### config.mk
export PLATFORM = sky130hd
export DESIGN_NAME = simd_add_sequencer
export DESIGN_NICKNAME = d
export VERILOG_FILES = /design/src/rtl/simd_add_sequencer.sv
export SDC_FILE = /design/constraint.sdc
export NUM_CORES = 2
export LEC_CHECK = 0
export ABC_AREA = 1
export CAP_MARGIN = 15
export CORE_AREA = 2 2 422 424
export CTS_BUF_LIST = sky130_fd_sc_hd__clkbuf_8 sky130_fd_sc_hd__clkbuf_16
export DETAILED_ROUTE_END_ITERATION = 6
export DIE_AREA = 0 0 424 426
export PLACE_DENSITY = 0.49
export SLEW_MARGIN = 20
export SYNTH_ARGS = -nofsm -noshare
export SYNTH_HDL_FRONTEND = slang
export SYNTH_HIERARCHICAL = 1
export SYNTH_SLANG_ARGS = --single-unit
### constraint.sdc
create_clock -name clk -period 11.1 [get_ports clk]
set_input_delay 1.11 -clock clk [delete_from_list [all_inputs] [get_ports clk]]
set_output_delay 1.11 -clock clk [all_outputs]
set_load 0.01 [all_outputs]
### src/rtl/simd_add_sequencer.sv
// Vector add/sub/adc sequencer: walks a VLEN-bit register through one
// MAX_WIDTH-bit simd_adder, one chunk per cycle, with tail and mask merge.
//
// Ports (simd_adder):
//   a, b       chunk operands          sub, rev, carry  operation controls
//   sew        one-hot element width   mask             carry-in bit per lane
//   sum        lane-wise result, carries stop at element boundaries
// Ports (simd_add_sequencer):
//   clk, rst                 clock, synchronous active-high reset
//   valid_i / ready_o        instruction handshake (ready_o = IDLE)
//   sub_i, rev_i, carry_i    subtract, swap operands, add-with-carry
//   sew_i, vl_i, vm_i        element width, element count, unmasked flag
//   mask_i                   per-element mask / carry bits
//   opA_i, opB_i, old_vd_i   operands and prior destination
//   valid_o / ready_i        result handshake (valid_o = DONE)
//   result_o                 merged destination register

module simd_adder #(
    parameter int MIN_WIDTH = 8,
    parameter int MAX_WIDTH = 64,
    parameter int SEW_WIDTH = $clog2(MAX_WIDTH/MIN_WIDTH)+1,
    parameter int LANES     = MAX_WIDTH/MIN_WIDTH
)(
    input  logic [MAX_WIDTH-1:0] a,
    input  logic [MAX_WIDTH-1:0] b,
    input  logic                 sub,
    input  logic                 rev,
    input  logic                 carry,
    input  logic [SEW_WIDTH-1:0] sew,
    input  logic [LANES-1:0]     mask,
    output logic [MAX_WIDTH-1:0] sum
);
    localparam int SW = (SEW_WIDTH > 1) ? $clog2(SEW_WIDTH) : 1;

    logic [SW-1:0] s;
    logic          c;

    always_comb begin
        s   = '0;
        c   = 1'b0;
        sum = '0;
        for (int k = 0; k < SEW_WIDTH; k++)
            if (sew[k]) s = SW'(SEW_WIDTH-1-k);
        for (int j = 0; j < LANES; j++) begin
            logic [MIN_WIDTH-1:0] x;
            logic [MIN_WIDTH-1:0] y;
            logic [MIN_WIDTH:0]   lane;
            logic                 base;
            logic                 cin;
            x = rev ? b[j*MIN_WIDTH +: MIN_WIDTH] : a[j*MIN_WIDTH +: MIN_WIDTH];
            y = rev ? a[j*MIN_WIDTH +: MIN_WIDTH] : b[j*MIN_WIDTH +: MIN_WIDTH];
            if (sub) y = ~y;
            base = (j & ((1 << s) - 1)) == 0;
            // Element base lane restarts the chain: +m for adc,
            // +(1-m) for sbc, +1 for plain subtract.
            cin  = base ? (sub ^ (carry & mask[j])) : c;
            lane = {1'b0, x} + {1'b0, y} + (MIN_WIDTH+1)'(cin);
            sum[j*MIN_WIDTH +: MIN_WIDTH] = lane[MIN_WIDTH-1:0];
            c = lane[MIN_WIDTH];
        end
    end
endmodule

module simd_add_sequencer #(
    parameter int MIN_WIDTH = 8,
    parameter int MAX_WIDTH = 64,
    parameter int VLEN      = 256,
    parameter int SEW_WIDTH = $clog2(MAX_WIDTH/MIN_WIDTH)+1,
    parameter int CHUNKS    = VLEN/MAX_WIDTH
)(
    input  logic                              clk,
    input  logic                              rst,
    input  logic                              valid_i,
    output logic                              ready_o,
    input  logic                              sub_i,
    input  logic                              rev_i,
    input  logic                              carry_i,
    input  logic [SEW_WIDTH-1:0]              sew_i,
    input  logic [$clog2(VLEN/MIN_WIDTH):0]   vl_i,
    input  logic                              vm_i,
    input  logic [VLEN/MIN_WIDTH-1:0]         mask_i,
    input  logic [VLEN-1:0]                   opA_i,
    input  logic [VLEN-1:0]                   opB_i,
    input  logic [VLEN-1:0]                   old_vd_i,
    output logic                              valid_o,
    input  logic                              ready_i,
    output logic [VLEN-1:0]                   result_o
);
    localparam int LANES     = MAX_WIDTH/MIN_WIDTH;
    localparam int LOG_LANES = $clog2(LANES);
    localparam int TOT_LANES = VLEN/MIN_WIDTH;
    localparam int TL_W      = $clog2(TOT_LANES);
    localparam int VL_W      = TL_W+1;
    localparam int CNT_W     = $clog2(CHUNKS+1);
    localparam int SW        = (SEW_WIDTH > 1) ? $clog2(SEW_WIDTH) : 1;

    typedef enum logic [1:0] {IDLE, BUSY, DONE} state_t;

    state_t                 state_q, state_d;
    logic                   sub_q, rev_q, carry_q, vm_q;
    logic [SEW_WIDTH-1:0]   sew_q;
    logic [SW-1:0]          s_q;
    logic [VL_W-1:0]        vl_eff_q;
    logic [CNT_W-1:0]       n_q, cnt_q;
    logic [TOT_LANES-1:0]   mask_q;
    logic [VLEN-1:0]        opa_q, opb_q;

    // Accept-time decode; s is log2(lanes per element).
    logic [SW-1:0]          s_in;
    logic [VL_W-1:0]        vlmax, vl_eff_in, lanes_in;
    logic [VL_W:0]          n_tmp;
    logic [CNT_W-1:0]       n_in;

    always_comb begin
        s_in = '0;
        for (int k = 0; k < SEW_WIDTH; k++)
            if (sew_i[k]) s_in = SW'(SEW_WIDTH-1-k);
        vlmax     = VL_W'(TOT_LANES) >> s_in;
        vl_eff_in = (vl_i < vlmax) ? vl_i : vlmax;
        lanes_in  = vl_eff_in << s_in;
        n_tmp     = {1'b0, lanes_in} + (VL_W+1)'(LANES-1);
        n_in      = CNT_W'(n_tmp >> LOG_LANES);
    end

    // Per-lane adder mask and write enable for the current chunk.
    logic [LANES-1:0]     amask, we;
    logic [MAX_WIDTH-1:0] ca, cb, sum;

    always_comb begin
        amask = '0;
        we    = '0;
        ca    = opa_q[cnt_q*MAX_WIDTH +: MAX_WIDTH];
        cb    = opb_q[cnt_q*MAX_WIDTH +: MAX_WIDTH];
        for (int j = 0; j < LANES; j++) begin
            logic [TL_W-1:0] gl;
            logic [TL_W-1:0] elem;
            gl       = TL_W'(cnt_q * LANES + j);
            elem     = gl >> s_q;
            amask[j] = ((gl & TL_W'((1 << s_q) - 1)) == '0) & mask_q[elem];
            we[j]    = ({1'b0, elem} < vl_eff_q) &&
                       (vm_q || mask_q[elem] || carry_q);
        end
    end

    simd_adder #(
        .MIN_WIDTH (MIN_WIDTH),
        .MAX_WIDTH (MAX_WIDTH),
        .SEW_WIDTH (SEW_WIDTH),
        .LANES     (LANES)
    ) u_adder (
        .a     (ca),
        .b     (cb),
        .sub   (sub_q),
        .rev   (rev_q),
        .carry (carry_q),
        .sew   (sew_q),
        .mask  (amask),
        .sum   (sum)
    );

    logic last;
    assign last    = (cnt_q == CNT_W'(n_q - 1'b1));
    assign ready_o = (state_q == IDLE);
    assign valid_o = (state_q == DONE);

    always_ff @(posedge clk) begin
        if (rst) state_q <= IDLE;
        else     state_q <= state_d;
    end

    always_comb begin
        state_d = state_q;
        unique case (state_q)
            IDLE: if (valid_i) state_d = (n_in == '0) ? DONE : BUSY;
            BUSY: if (last)    state_d = DONE;
            DONE: if (ready_i) state_d = IDLE;
            default:           state_d = IDLE;
        endcase
    end

    always_ff @(posedge clk) begin
        if (rst) begin
            result_o <= '0;
            cnt_q    <= '0;
            n_q      <= '0;
            sub_q    <= 1'b0;
            rev_q    <= 1'b0;
            carry_q  <= 1'b0;
            vm_q     <= 1'b0;
            sew_q    <= '0;
            s_q      <= '0;
            vl_eff_q <= '0;
            mask_q   <= '0;
            opa_q    <= '0;
            opb_q    <= '0;
        end else if (state_q == IDLE && valid_i) begin
            result_o <= old_vd_i;
            cnt_q    <= '0;
            n_q      <= n_in;
            sub_q    <= sub_i;
            rev_q    <= rev_i;
            carry_q  <= carry_i;
            vm_q     <= vm_i;
            sew_q    <= sew_i;
            s_q      <= s_in;
            vl_eff_q <= vl_eff_in;
            mask_q   <= mask_i;
            opa_q    <= opA_i;
            opb_q    <= opB_i;
        end else if (state_q == BUSY) begin
            for (int j = 0; j < LANES; j++)
                if (we[j])
                    result_o[cnt_q*MAX_WIDTH + j*MIN_WIDTH +: MIN_WIDTH]
                        <= sum[j*MIN_WIDTH +: MIN_WIDTH];
            // Counter parks on the last chunk so the select stays in range.
            if (!last) cnt_q <= cnt_q + 1'b1;
        end
    end
endmodule

==> impl_metrics.py <==
metrics = {
    "outcome": {
        "status": "finished, final reports clean",
    },
    "synth": {
        "syn_inst": 6815,
        "ys_ff_latch": 824,
        "avgSynthCellArea_sq_um": 6.556,
        "ys_warn_count": 6,
        "syn_area_sq_um": 44680,
        "ys_seq_area_share_pct": 36.92,
        "synth_cell_types": 49,
        "syn-num-nets": 7725,
    },
    "timing": {
        "period_share_pct": 97.53,
        "final.min_clock_period_ps": 10830,
        "setup_viol": 0,
        "hold_violations": 0,
        "tightestPinTransition_ps": 1384,
        "timing.hold.ws_ps": 468.0,
        "fin_setup_tns_ps": 0,
        "fmax_mhz": 92.38,
        "rsz0062_at_grt": "yes",
        "fin_ws_ps": 274.6,
        "slew_headroom_pct": 7.750,
        "drv_slew": 0,
        "fin_skew_ps": 79.37,
    },
    "power": {
        "irDropWorstVdd_v": 0.0001442,
        "powerDensity_nw_per_um2": 216.3,
        "total_power_mw": 13.58,
        "p_leak_nw": 26.79,
    },
    "worst_hold_path": {
        "hold_path_depth": 1,
        "hold_path.class": "reg -> reg",
        "hold_start": "opa_q[212]",
        "hold_end": "opa_q[212]",
    },
    "placed_design": {
        "place_congestion": 0.9678,
        "dp_slack_ps": -918.1,
        "hpwl_mm": 203.4,
        "portBuffers": 1075,
    },
    "worst_setup_path": {
        "cp-start-kind": "flop",
        "crit_path_top_delay_cell": "fa_2",
        "cp_common_cell": "fa_2",
        "regToRegEndpoint": "result_o[122]",
        "path_class": "reg -> reg",
        "cpLargestDelayFamily": "adder cells",
        "path_max_fanout": 12,
        "required_ps": 11800,
        "crit_path_end_kind": "flop",
        "path_buf_inv": 12,
        "r2r_cells": 72,
        "regToRegStartpoint": "cnt_q[0]",
        "reg2reg_slack_ps": 270,
        "arrival_ps": 11520,
        "crit_path_start": "cnt_q[0]",
        "slowest_delay_ps": 390,
    },
    "die": {
        "ios": 1076,
        "num_rows": 154,
        "fp.dieArea_sq_um": 180600,
        "die_h_um": 426,
        "fp.dieW_um": 424,
        "core_sq_um": 175700,
        "start_util_pct": 25.42,
    },
    "clocking": {
        "cts_buffers": 100,
        "clk_pin_slew_ps": 60,
        "clk_latency_ps": 760,
        "clock_sinks": 824,
        "root_buffer": "clkbuf_16",
        "cts_tree": "yes",
        "htreeDepth": 3,
        "clockBufferDepth": 3,
    },
    "routing": {
        "dr.pass1.iters": 5,
        "wl_mm": 257.8,
        "vias_per_cell": 4.770,
        "ant_nets": 0,
        "initialDrtViolationCount": 4075,
        "via_count": 49187,
        "wl_per_cell_um": 25.00,
        "drc": 0,
    },
    "final_layout": {
        "utilization_pct": 35.73,
        "drive_gt1_share_pct": 8.226,
        "final_cell_mix": "nand2_1 (1842), clkdlybuf4s50_1 (1075), o21ai_0 (908), inv_1 (844), dfxtp_1 (817)",
        "area_delta_synth_final_pct": 40.53,
        "layout.cells.most_common": "nand2_1",
        "final_net_count": 8778,
    },
    "job": {
        "drv_cap": 0,
    },
    "global_route": {
        "antenna_found_initial": 57,
        "grt_pass1_vias": 46693,
        "grt_max_degree": 202,
        "grtUsageTotal_pct": 27.18,
        "grt_pass1_wl_mm": 350.8,
        "overflow": 0,
    },
}
==> Yosys cell counts (all sizes together) <==
cell	count	share of area (%)
nand2	1930	17
o21ai	956	11
inv	837	7.0
dfxtp	824	37
nor2	605	5.1
a21oi	467	5.3
clkbuf	319	2.7
a22o	263	5.2
nand3	174	1.9
buf	115	1.7
xor2	84	1.6
ha	76	2.1
nand4	52	0.73
o211ai	26	0.44
fa	16	0.72
nor3	14	0.16
nor4	11	0.17
o22ai	9	0.13
xnor2	9	0.18
clkinv	8	0.078
o21a	3	0.050
a211oi	2	0.034
a21o	2	0.034
a22oi	2	0.034
a31oi	2	0.028
o31ai	2	0.034
nand3b	1	0.017
nor3b	1	0.017
o211a	1	0.022
o21bai	1	0.017
o221ai	1	0.020
o41ai	1	0.020
or2	1	0.014
==> logic make-up after synthesis <==
group                    after synthesis  share of synthesized area (%)
flip-flops                           824                          36.92
adder cells (fa/ha/maj)               92                          2.845
AND/OR/NAND/NOR                     2789                          24.89
AO/OA/AOI/OAI                       1738                          22.05
buffers and inverters               1279                          11.47
XOR/XNOR                              93                          1.823
==> layout make-up <==
cell class | instances | area [sq um]
Fill cell | 18904 | 112900
Clock buffer | 121 | 2803
Clock inverter | 63 | 644.4
Multi-Input combinational cell | 4712 | 23380
Timing Repair Buffer | 1385 | 13240
Sequential cell | 824 | 16520
Inverter | 845 | 3212
Antenna cell | 22 | 55.05
Tap cell | 2340 | 2928
==> routing by layer <==
| metal | GRT usage [%] | up-vias | share of wire, % |
|---|---|---|---|
| met5 | 0 | - | 0.10 |
| met4 | 16.47 | 44 | 6.6 |
| met3 | 5.021 | 468 | 6.1 |
| met2 | 45.66 | 1851 | 47 |
| met1 | 32.12 | 22866 | 40 |
| li1 | - | 23958 | - |
==> sequential cells by signal, indices dropped and copies added (netlist names) <==
signal    flops
opa_q       256
n_q           3
mask_q       32
state_q       2
result_o    256
vl_eff_q      6
vm_q          1
sub_q         1
sew_q         4
carry_q       1
s_q           2
cnt_q         3
opb_q       256
rev_q         1
==> per-stage QoR <==
step           std cells  area, sq um
3_5_place_dp       10092        58910
3_3_place_gp       10092        58900
2_1_floorplan       6815        44720
5_1_grt            10307        62780
6_report           10312        62790
4_1_cts            10278        62450
==> repair_timing <==
item,in CTS,in global routing
gates cloned,0,0
endpoints found under the setup margin,32,37
buffers inserted,2,12
pin swaps,6,48
gates resized for setup,25,75
hold buffers,0,0
==> worst max path at each step <==
stage / to / slack, ps / cells past startpoint
2_1_floorplan: result_o[124] / 40 / 74
4_1_cts: result_o[124] / 20 / 77
3_5_place_dp: result_o[126] / -920 / 78
5_1_grt: result_o[126] / -290 / 79
6_report: result_o[122] / 270 / 72
3_3_place_gp: result_o[126] / -960 / 78
==> power by group <==
part / internal, mW / leakage (nW) / switching, mW / total (mW)
combinational: 2.19 / 18.2 / 4.20 / 6.39
sequential: 3.44 / 6.77 / 0.281 / 3.72
clock: 1.99 / 1.81 / 1.48 / 3.47
total: 7.62 / 26.8 / 5.96 / 13.6
No activity file was read; power rests on OpenSTA's default activity.
